`config.mk`:
```
export PLATFORM = sky130hd
export DESIGN_NAME = spi_slave_stream
export DESIGN_NICKNAME = d
export VERILOG_FILES = /design/src/rtl/spi_slave_stream.sv
export SDC_FILE = /design/constraint.sdc
export NUM_CORES = 1
export LEC_CHECK = 0
export ABC_AREA = 1
export CELL_PAD_IN_SITES_DETAIL_PLACEMENT = 1
export CELL_PAD_IN_SITES_GLOBAL_PLACEMENT = 2
export CORE_ASPECT_RATIO = 0.6
export CORE_MARGIN = 4
export CORE_UTILIZATION = 45
export DETAILED_ROUTE_END_ITERATION = 7
export PLACE_DENSITY = 0.88
export SETUP_SLACK_MARGIN = 0.02
export SLEW_MARGIN = 0
export SYNTH_ARGS = -nofsm -noshare
export SYNTH_HDL_FRONTEND = slang
export SYNTH_SLANG_ARGS = --single-unit
```
`constraint.sdc`:
```
create_clock -name iCLK -period 9.3 [get_ports iCLK]
set_input_delay 1.86 -clock iCLK [delete_from_list [all_inputs] [get_ports iCLK]]
set_output_delay 1.86 -clock iCLK [all_outputs]
set_load 0.02 [all_outputs]
```
`src/rtl/spi_slave_stream.sv`:
```
// SPI slave: header + DATA_W payload frames into register files and a pixel stream FIFO.
// Optional status word/counters compiled in with SPI_STATUS_EN.
module spi_slave_stream #(
  parameter int         DATA_W      = 32,
  parameter int         NREGS       = 16,
  parameter int         PIX_W       = 24,
  parameter int         FIFO_DEPTH  = 8,
  parameter int         CPOL        = 0,
  parameter logic [6:0] PIX_ADDR    = 7'h7E,
  parameter logic [6:0] STATUS_ADDR = 7'h7F
) (
  input  logic                     iCLK,
  input  logic                     iRST,
  input  logic                     iSPI_CLK,
  input  logic                     iSPI_CS,
  input  logic                     iSPI_MOSI,
  output logic                     oSPI_MISO,
  input  logic                     iData_WE,
  input  logic [$clog2(NREGS)-1:0] iData_Addr,
  input  logic [DATA_W-1:0]        iData_Write,
  output logic [DATA_W-1:0]        oData_Read,
  output logic [PIX_W-1:0]         oPix_Data,
  output logic                     oPix_Valid,
  input  logic                     iPix_Ready,
  output logic                     oFrame_Err
);

  localparam int   AW  = $clog2(NREGS);
  localparam int   FW  = $clog2(FIFO_DEPTH);
  localparam int   F   = 8 + DATA_W;
  localparam int   CW  = $clog2(F + 1);
  localparam logic POL = (CPOL != 0);

  typedef enum logic [1:0] {
    IDLE,
    HDR,
    DATA,
    DONE
  } state_e;

  logic [2:0] sclk_q;
  logic [2:0] cs_q;
  logic [1:0] mosi_q;

  always_ff @(posedge iCLK) begin
    if (iRST) begin
      sclk_q <= {3{POL}};
      cs_q   <= '0;
      mosi_q <= '0;
    end else begin
      sclk_q <= {sclk_q[1:0], iSPI_CLK};
      cs_q   <= {cs_q[1:0], iSPI_CS};
      mosi_q <= {mosi_q[0], iSPI_MOSI};
    end
  end

  logic s_rise, s_fall, lead, trail;
  logic cs_fall, cs_hi, mosi;

  assign s_rise  = ~sclk_q[2] & sclk_q[1];
  assign s_fall  = sclk_q[2] & ~sclk_q[1];
  assign lead    = POL ? s_fall : s_rise;
  assign trail   = POL ? s_rise : s_fall;
  assign cs_fall = cs_q[2] & ~cs_q[1];
  assign cs_hi   = cs_q[1];
  assign mosi    = mosi_q[1];

  logic [DATA_W-1:0] mosi_ram [NREGS];
  logic [DATA_W-1:0] miso_ram [NREGS];

  state_e            state_q, state_d;
  logic [CW-1:0]     cnt_q, cnt_d;
  logic [7:0]        hdr_q, hdr_d;
  logic [DATA_W-1:0] rx_q, rx_d;
  logic [DATA_W-1:0] tx_q, tx_d;
  logic              miso_q, miso_d;
  logic              err_q, err_d;
  logic              commit_q, commit_d;

  logic              in_rng, is_stat, is_pix;
  logic [DATA_W-1:0] load_v;

  assign in_rng = hdr_q[6:0] < 7'(NREGS);
  assign is_stat = hdr_q[6:0] == STATUS_ADDR;
  assign is_pix = hdr_q[6:0] == PIX_ADDR;

  logic [FW:0]   lvl_q, lvl_d;
  logic [FW-1:0] wr_q, wr_d;
  logic [FW-1:0] rd_q, rd_d;
  logic          push, pop, full, acc;

`ifdef SPI_STATUS_EN
  logic       ovf_q, ovf_d;
  logic [7:0] abrt_q, abrt_d;
  logic       clr;
  logic [DATA_W-1:0] status;

  assign clr = commit_q & hdr_q[7] & is_stat & rx_q[0];
  assign status = DATA_W'({ovf_q, abrt_q, lvl_q});

  always_comb begin
    ovf_d  = ovf_q;
    abrt_d = abrt_q;
    if (clr) begin
      ovf_d  = 1'b0;
      abrt_d = '0;
    end else begin
      if (push && full && !pop) ovf_d = 1'b1;
      if (err_q && abrt_q != 8'hFF) abrt_d = abrt_q + 8'd1;
    end
  end

  always_ff @(posedge iCLK) begin
    if (iRST) begin
      ovf_q  <= 1'b0;
      abrt_q <= '0;
    end else begin
      ovf_q  <= ovf_d;
      abrt_q <= abrt_d;
    end
  end

  always_comb begin
    load_v = '0;
    if (!hdr_q[7]) begin
      if (in_rng) load_v = miso_ram[hdr_q[AW-1:0]];
      else if (is_stat) load_v = status;
    end
  end
`else
  always_comb begin
    load_v = '0;
    if (!hdr_q[7] && in_rng && !is_stat)
      load_v = miso_ram[hdr_q[AW-1:0]];
  end
`endif

  always_comb begin
    state_d  = state_q;
    cnt_d    = cnt_q;
    hdr_d    = hdr_q;
    rx_d     = rx_q;
    tx_d     = tx_q;
    miso_d   = miso_q;
    err_d    = 1'b0;
    commit_d = 1'b0;
    unique case (state_q)
      IDLE: begin
        if (cs_fall) begin
          state_d = HDR;
          cnt_d   = '0;
          hdr_d   = '0;
          rx_d    = '0;
          tx_d    = '0;
          miso_d  = 1'b0;
        end
      end
      HDR: begin
        if (cs_hi) begin
          state_d = IDLE;
          err_d   = 1'b1;
        end else if (lead) begin
          hdr_d = {hdr_q[6:0], mosi};
          cnt_d = cnt_q + CW'(1);
          if (cnt_q == CW'(7)) state_d = DATA;
        end
      end
      DATA: begin
        if (cs_hi) begin
          state_d = IDLE;
          err_d   = 1'b1;
        end else if (lead) begin
          rx_d  = {rx_q[DATA_W-2:0], mosi};
          cnt_d = cnt_q + CW'(1);
          if (cnt_q == CW'(F - 1)) begin
            state_d  = DONE;
            commit_d = 1'b1;
          end
        end else if (trail) begin
          // first trailing edge after the header loads the reply word
          if (cnt_q == CW'(8)) begin
            miso_d = load_v[DATA_W-1];
            tx_d   = load_v << 1;
          end else begin
            miso_d = tx_q[DATA_W-1];
            tx_d   = tx_q << 1;
          end
        end
      end
      DONE: begin
        if (cs_hi) state_d = IDLE;
      end
      default: state_d = IDLE;
    endcase
  end

  always_ff @(posedge iCLK) begin
    if (iRST) begin
      state_q  <= IDLE;
      cnt_q    <= '0;
      hdr_q    <= '0;
      rx_q     <= '0;
      tx_q     <= '0;
      miso_q   <= 1'b0;
      err_q    <= 1'b0;
      commit_q <= 1'b0;
    end else begin
      state_q  <= state_d;
      cnt_q    <= cnt_d;
      hdr_q    <= hdr_d;
      rx_q     <= rx_d;
      tx_q     <= tx_d;
      miso_q   <= miso_d;
      err_q    <= err_d;
      commit_q <= commit_d;
    end
  end

  always_ff @(posedge iCLK) begin
    if (iData_WE) miso_ram[iData_Addr] <= iData_Write;
  end

  always_ff @(posedge iCLK) begin
    if (commit_q && hdr_q[7] && in_rng)
      mosi_ram[hdr_q[AW-1:0]] <= rx_q;
  end

  logic [PIX_W-1:0] fifo_q [FIFO_DEPTH];

  assign push = commit_q & hdr_q[7] & is_pix;
  assign pop  = oPix_Valid & iPix_Ready;
  assign full = lvl_q == (FW+1)'(FIFO_DEPTH);
  assign acc  = push & (~full | pop);

  always_comb begin
    wr_d  = acc ? wr_q + FW'(1) : wr_q;
    rd_d  = pop ? rd_q + FW'(1) : rd_q;
    lvl_d = lvl_q;
    if (acc && !pop) lvl_d = lvl_q + (FW+1)'(1);
    else if (!acc && pop) lvl_d = lvl_q - (FW+1)'(1);
  end

  always_ff @(posedge iCLK) begin
    if (iRST) begin
      lvl_q <= '0;
      wr_q  <= '0;
      rd_q  <= '0;
    end else begin
      lvl_q <= lvl_d;
      wr_q  <= wr_d;
      rd_q  <= rd_d;
    end
  end

  always_ff @(posedge iCLK) begin
    if (acc) fifo_q[wr_q] <= rx_q[PIX_W-1:0];
  end

  assign oPix_Valid = lvl_q != '0;
  assign oPix_Data  = oPix_Valid ? fifo_q[rd_q] : '0;
  assign oData_Read = mosi_ram[iData_Addr];
  assign oSPI_MISO  = miso_q;
  assign oFrame_Err = err_q;

endmodule

```
# Yosys cells after proc, flatten, opt, wreduce, memory -nomap -nowiden
# Memory sizes are Yosys's and may differ from the RTL's. A register that Yosys moved wholly into a read port is not among the register bits.
# Cells that the tools add are included.
[word_totals]
inputBits = 43
out_inout_bits = 59
reg_bits = 101
n_memories = 3
elab_cells = 133
ram_bits = 1216
[memory_table]
columns = ["name", "words", "word_bits", "rd", "rd_ports_with_merged_regs", "wr", "line", "source"]
rows = [
  ["miso_ram", 16, 32, 1, 1, 1, "69", "logic [DATA_W-1:0] miso_ram [NREGS];"],
  ["mosi_ram", 16, 32, 1, 0, 1, "68", "logic [DATA_W-1:0] mosi_ram [NREGS];"],
  ["fifo_q", 8, 24, 1, 1, 1, "228", "logic [PIX_W-1:0] fifo_q [FIFO_DEPTH];"],
]
[classes]
eq_ne = 23
addsub = 5
n_bitwise = 15
order_cmp = 1
n_reduce_logical = 24
mux = 48
[ops]
columns = ["op", "count"]
rows = [
  ["two-way mux 32 bit", 8],
  ["case mux 32 bit (2 select lines)", 2],
  ["two-way mux 24 bit", 1],
  ["two-way mux 8 bit", 3],
  ["two-way mux 6 bit", 3],
  ["inequality test 2 bit (second input constant)", 9],
  ["two-way mux 2 bit", 8],
  ["two-way mux 4 bit", 4],
  ["case mux 8 bit (2 select lines)", 1],
  ["equality test 7 bit (second input constant)", 2],
  ["two-way mux 1 bit", 13],
  ["inequality test 3 bit (second input constant)", 4],
  ["case mux 6 bit (2 select lines)", 1],
  ["AND reduction 4 bit", 3],
  ["case mux 2 bit (4 select lines)", 1],
  ["nonzero test 2 bit", 4],
  ["bitwise AND 1 bit", 7],
  ["< comparator 7 x 5 -> 1 bit (second input constant)", 1],
  ["NOT 1 bit", 7],
  ["adder 3 x 1 -> 3 bit (second input constant)", 2],
  ["adder 6 x 1 -> 6 bit (second input constant)", 1],
  ["equality test 6 x 3 -> 1 bit (second input constant)", 1],
  ["equality test 6 x 4 -> 1 bit (second input constant)", 1],
  ["equality test 6 bit (second input constant)", 1],
  ["17 further kinds", 28],
]

# Depth between registers and ports, before layout
# Gate-level depths: netlist (run 1).
[depth]
depth_word = 9
depth_mapped = 14
depth_no_buf = 14

# Least setup slack after synthesis (run 1)
# Ideal clock, no wire load.
[synth_timing]
path_type = "input to output"
startpoint = "in iData_Addr[0]"
endpoint = "out oData_Read[28]"
slack_ps = 4540
t_required_ps = 7440
cell_stages = 7
n_path_buf = 2
t_arrival_ps = 2900
path_cell_list = "nor2_1 -> buf_2 -> clkbuf_1 -> a22oi_1 -> nand2_1 -> nand2_1 -> nand4_1"
[synth_between]
elab_chain_cells = 1
[synth_rtl]
columns = ["item", "line", "source"]
rows = [
  ["start: declaration", "19", "input logic [$clog2(NREGS)-1:0] iData_Addr,"],
  ["memory (16 x 32 bit)", "n/a", ""],
  ["end: declaration", "21", "output logic [DATA_W-1:0] oData_Read,"],
]
# No other way between the ends.

# Worst setup path after layout (run 1)
[layout_timing]
startpoint = "in iData_Addr[1]"
endpoint = "out oData_Read[29]"
# Same word-level chain as after synthesis.

==> results.py, run 1 <==
metrics = {
    "floorplanning": {
        "chipWidth_um": 444,
        "die_h_um": 270,
        "die-area_um2": 120000,
        "rows": 95,
        "pin_count": 102,
        "start_util": 0.457,
        "core_um2": 113000,
    },
    "sta": {
        "fin_crit_sh": 0.760,
        "tightest_slew_ps": 1380,
        "maxSlewViolCount": 0,
        "fmax_mhz": 141,
        "tns_ps": 0,
        "fin_skew_ps": 35.2,
        "setup_violations": 0,
        "period_needed_ps": 7070,
        "hold_viol": 0,
        "slew_headroom": 0.0770,
        "rsz0062_at_grt": "false",
    },
    "worst_setup_path": {
        "cp.arrival_ps": 5210,
        "required_ps": 7440,
        "cp-end-kind": "primary output",
        "reg2reg_depth": 10,
        "critPathMaxFanout": 55,
        "crit_type": "in -> out",
        "startpoint_type": "input port",
    },
    "cells_and_area": {
        "nNetsFinal": 4043,
        "fin_util": 0.512,
        "drive_above_1_share": 0.0870,
        "regArea_um2": 38700,
        "multiInputGateArea_um2": 11400,
        "instances_no_fill": 5597,
        "syn_to_final_growth_pct": 12.2,
        "n_fill_cell": 11200,
        "design_area_um2": 57700,
    },
    "grt": {
        "antenna_found_initial": 6,
        "grt_max_degree": 190,
        "gr-total-overflow": 0,
        "grt_pass1_vias": 33600,
        "grt_pass1_wl_um": 217000,
        "track_usage": 0.238,
    },
    "worst_hold_path": {
        "whs_path_depth": 2,
        "hp-class": "reg -> reg",
    },
    "power": {
        "power.total_mw": 13.7,
        "power.leakage_nw": 19.4,
        "p_per_area_nw_per_um2": 238,
        "vdd_drop_max_v": 0.000155,
    },
    "yosys": {
        "synth_most_common_cell": "edfxtp_1",
        "yosysWarnings": 0,
        "synth_top_flop_cell": "edfxtp_1",
        "synth_edf_count": 1216,
        "synth_seq_cells": 1323,
        "synth.avg_cell_area_um2": 13.1,
        "synth_area_leaders": "edfxtp_1 (71%), nand2_1 (7.1%), nand3_1 (5.1%)",
        "synth_area_um2": 51400,
        "synth_commonest_cells": "edfxtp_1 (1216), nand2_1 (971), nand3_1 (525)",
        "yosys.area.top_type": "edfxtp_1",
        "synthCells": 3936,
        "syn-num-nets": 3991,
        "synth_top_area_frac": 0.710,
        "ys_seq_area_frac": 0.751,
        "synthArstFlopShare": 0,
        "yosys.cell_types.count": 39,
    },
    "placement": {
        "io_buffers": 101,
        "hpwl_um": 73800,
        "gp_congestion": 0.748,
        "dp.cells": 5371,
        "placed_cell_area_um2": 53800,
    },
    "clocking": {
        "cts.hold.buffers_added": 0,
        "cts_resized": 0,
        "cts_sinks": 1323,
        "cts_inserted_buffers": 118,
        "tritoncts": "done",
        "h-tree-depth": 3,
        "clk_pin_slew_ps": 70,
        "ctsRootBufferMaster": "clkbuf_16",
        "cts_setup_buffers": 0,
        "clk_latency_ps": 730,
        "cts_buffer_depth": 3,
    },
    "detailed_routing": {
        "wire_per_inst_um": 25.8,
        "ant_nets": 0,
        "drt-initial-drc-count": 3579,
        "dr_total_vias": 32900,
        "drc_errors": 0,
        "drt-total-wl_um": 144000,
        "via_per_inst": 5.88,
        "drt_first_pass_iters": 5,
    },
    "outcome": {
        "status": "complete, no violations",
    },
    "flow_run": {
        "cap_violations": 0,
    },
}
cell usage in the layout (no fill, tap or decap), types with 6 or more instances in the layout:
master              n
a211oi_1            9
a21oi_1            56
a21oi_2            30
a22oi_1           256
a31oi_1            25
buf_4              76
bufinv_16           6
clkbuf_1           25
clkbuf_16         120
clkbuf_8           17
clkdlybuf4s50_1   100
clkinv_1           22
clkinv_2           21
dfxtp_1           101
edfxtp_1         1216
ha_1               11
inv_1              47
inv_2               6
nand2_1           971
nand3_1           525
nand4_1            35
nor2_1            171
nor2_4             37
nor3_2             10
o21ai_0           116
o21ai_1            10
o22ai_1            24
worst max-delay path, cell delays in order:
cell             delay [ps]
clkdlybuf4s50_1         540
nor2_4                  740
buf_4                   700
a22oi_1                 200
nand2_1                 120
nand2_1                  70
nand4_1                 240
clkdlybuf4s50_1         650
area by class of cell:
| class | instances | share of cell area |
|---|---|---|
| flip-flops and latches | 1323 | 0.670 |
| multi-input cells | 2309 | 0.198 |
| clock buffers | 162 | 0.0577 |
| well taps | 1503 | 0.0326 |
| repair buffers | 178 | 0.0279 |
| clock inverters | 61 | 0.00904 |
| inverters | 58 | 0.00401 |
| diodes | 3 | 0.000130 |
metal layers:
metal	global-route usage	share of wire	wire length [µm]	vias to the layer above
met5	0	0.00016	23	-
met4	0.0594	0.020	2930	4
met3	0.0420	0.078	11200	204
met2	0.367	0.45	65300	1231
met1	0.354	0.45	65000	17000
li1	-	-	-	14500
state kept, by name, summed over array words and instances (netlist names), named ones only:
register and flops:
hdr_q 8, cnt_q 6, wr_q 3, cs_q 3
miso_ram 512, commit_q 1, rx_q 32, lvl_q 4
sclk_q 3, mosi_q 2, rd_q 3, state_q 2
tx_q 31, mosi_ram 512, fifo_q 192, oSPI_MISO 1
oFrame_Err 1
final timing paths:
check / endpoint / slack [ps] / from
hold / removal: sclk_q[1] / 400 / sclk_q[0]
setup reg to reg: rx_q[26] / 5910 / state_q[0]
hold reg to reg: sclk_q[1] / 400 / sclk_q[0]
setup / recovery: oData_Read[29] / 2230 / iData_Addr[1]
stage by stage:
step,hold slack (ps),worst slack (ps)
after global placement,402,2380
after CTS,404,2340
after detailed placement,395,2340
final,405,2230
after floorplan,388,4540
after global routing,412,2080
logic make-up (layout without fill, tap and decap cells):
family,after synthesis,in the layout,share of synthesized area
AND/OR/NAND/NOR,1764,1764,0.145
flip-flops,1323,1323,0.751
AO/OA/AOI/OAI,529,529,0.0680
buffers and inverters,304,459,0.0322
adder cells (fa/ha/maj),12,12,0.00306
XOR/XNOR,4,4,0.000681
other,0,3,0
report_power, final:
part / total [mW] / switching (mW) / internal (mW)
sequential: 6.58 / 0.0604 / 6.52
combinational: 2.27 / 1.59 / 0.671
clock: 4.86 / 2.19 / 2.68
total: 13.7 / 3.84 / 9.87
(Power assumes the default switching activity.)
==> run 2, diff against run 1 <==
--- a/config.mk
+++ b/config.mk
@@ -10,9 +10,9 @@
 export CELL_PAD_IN_SITES_GLOBAL_PLACEMENT = 2
 export CORE_ASPECT_RATIO = 0.6
 export CORE_MARGIN = 4
-export CORE_UTILIZATION = 45
+export CORE_UTILIZATION = 44
 export DETAILED_ROUTE_END_ITERATION = 7
-export PLACE_DENSITY = 0.88
+export PLACE_DENSITY = 0.87
 export SETUP_SLACK_MARGIN = 0.02
 export SLEW_MARGIN = 0
 export SYNTH_ARGS = -nofsm -noshare
==> constraint.sdc (replaced) <==
create_clock -name iCLK -period 6.61 [get_ports iCLK]
set_input_delay 1.322 -clock iCLK [delete_from_list [all_inputs] [get_ports iCLK]]
set_output_delay 1.322 -clock iCLK [all_outputs]
set_load 0.02 [all_outputs]
==> results.py, run 2 (same netlist as run 1, synthesis figures left out) <==
metrics = {
    "power": {
        "p_per_area_nw_per_um2": 333,
        "power.leakage_nw": 19.4,
        "vdd_drop_max_v": 0.000250,
    },
    "placement": {
        "hpwl_um": 76800,
        "gp_congestion": 0.739,
        "placed_cell_area_um2": 53900,
        "io_buffers": 101,
        "dp_slack_ps": 936,
    },
    "sta": {
        "tns_ps": 0,
        "maxSlewViolCount": 0,
        "fin_crit_sh": 0.855,
        "tightest_slew_ps": 1300,
        "fmax_mhz": 177,
        "fin_ws_ps": 960,
        "period_needed_ps": 5650,
        "slew_headroom": 0.129,
        "rsz0062_at_grt": "false",
        "setup_violations": 0,
        "fin_skew_ps": 38.8,
        "hold_viol": 0,
    },
    "detailed_routing": {
        "via_per_inst": 5.84,
        "drc_errors": 0,
        "dr_total_vias": 32800,
        "drt_first_pass_iters": 5,
        "ant_nets": 0,
        "wire_per_inst_um": 25.6,
        "drt-total-wl_um": 144000,
        "drt-initial-drc-count": 3556,
    },
    "cells_and_area": {
        "layout_commonest_cell": "edfxtp_1",
        "fin_util": 0.502,
        "multiInputGateArea_um2": 11400,
        "design_area_um2": 57800,
        "syn_to_final_growth_pct": 12.3,
        "drive_above_1_share": 0.0867,
        "nNetsFinal": 4047,
        "mostFrequentLayoutCells": "edfxtp_1 (1216), nand2_1 (971), nand3_1 (525)",
        "regArea_um2": 38700,
        "n_fill_cell": 11500,
    },
    "worst_setup_path": {
        "crit_slowest_cell": "clkinv_1",
        "max_stage_delay_ps": 710,
        "startpoint_type": "input port",
        "critPathBufInv": 4,
        "path_cells": "clkdlybuf4s50_1 > nand2_1 > clkinv_1 > buf_4 > nand2_1 > nand4_1 > clkdlybuf4s50_1",
        "cp.arrival_ps": 4330,
        "required_ps": 5290,
        "cp-end-kind": "primary output",
        "critPathMaxFanout": 19,
        "crit_type": "in -> out",
        "critical-path-top-delay-family": "buffers and inverters",
    },
    "clocking": {
        "cts_setup_buffers": 0,
        "h-tree-depth": 3,
        "clk_pin_slew_ps": 70,
        "ctsRootBufferMaster": "clkbuf_16",
        "clk_latency_ps": 740,
        "cts_buffer_depth": 3,
        "cts_resized": 0,
        "cts_inserted_buffers": 119,
        "cts_sinks": 1323,
        "cts.hold.buffers_added": 0,
        "tritoncts": "done",
    },
    "floorplanning": {
        "die-area_um2": 123000,
        "rows": 96,
        "start_util": 0.447,
        "chipWidth_um": 449,
        "pin_count": 102,
        "die_h_um": 273,
        "core_um2": 115000,
    },
    "grt": {
        "track_usage": 0.232,
        "grt_use_met3": 0.0362,
        "gr-total-overflow": 0,
        "grt_pass1_wl_um": 215000,
        "use_met1": 0.350,
        "antenna_found_initial": 4,
        "gr-usage-met2": 0.358,
        "grt_max_degree": 136,
        "grt_pass1_vias": 33500,
        "grt_busiest_layer": "met2",
    },
    "outcome": {
        "status": "complete, no violations",
    },
    "flow_run": {
        "cap_violations": 0,
    },
    "worst_hold_path": {
        "hp-class": "reg -> reg",
    },
}
## run 2: per-layer routing
metal / part of all wire / vias to the layer above / wire length [µm]
met5: 0.00017 / - / 24
met4: 0.021 / 4 / 2980
met3: 0.071 / 195 / 10200
met2: 0.45 / 1182 / 65100
met1: 0.46 / 16900 / 65500
li1: - / 14500 / -
## run 2: area by class of cell
class                           instances  area share
Antenna cell                            1   0.0000433
Clock buffer                          158      0.0562
Clock inverter                         65      0.0100
Inverter                               58     0.00401
Multi-Input combinational cell       2309       0.198
Sequential cell                      1323       0.669
Tap cell                             1519      0.0329
Timing Repair Buffer                  181      0.0294
## run 2: worst paths after layout
check                     start       endpoint  slack [ps]  depth (start not counted)
hold reg to reg         cs_q[0]        cs_q[1]         410                          2
setup reg to reg     state_q[0]       rx_q[21]        2760                          8
hold / removal          cs_q[0]        cs_q[1]         410                          2
setup / recovery  iData_Addr[3]  oData_Read[5]         960                          7
## run 2: tightest hold or removal path, cell delays in order, from the launching register on
cell and delay, ps:
dfxtp_1 300, inv_1 40, nor2_1 40
## run 2: where the power goes
| part | internal [mW] | switching [mW] | total [mW] |
|---|---|---|---|
| registers | 9.17 | 0.125 | 9.30 |
| logic | 0.941 | 2.17 | 3.12 |
| clock network | 3.76 | 3.08 | 6.85 |
## run 2: stage by stage
step           total power, mW  hold slack [ps]  cells
6_report                  19.3              409   5614
5_1_grt                   20.1              447   5614
4_1_cts                   19.4              419   5613
3_5_place_dp              12.6              410   5390
3_3_place_gp              12.5              413   5390
2_1_floorplan             11.4              388   3936
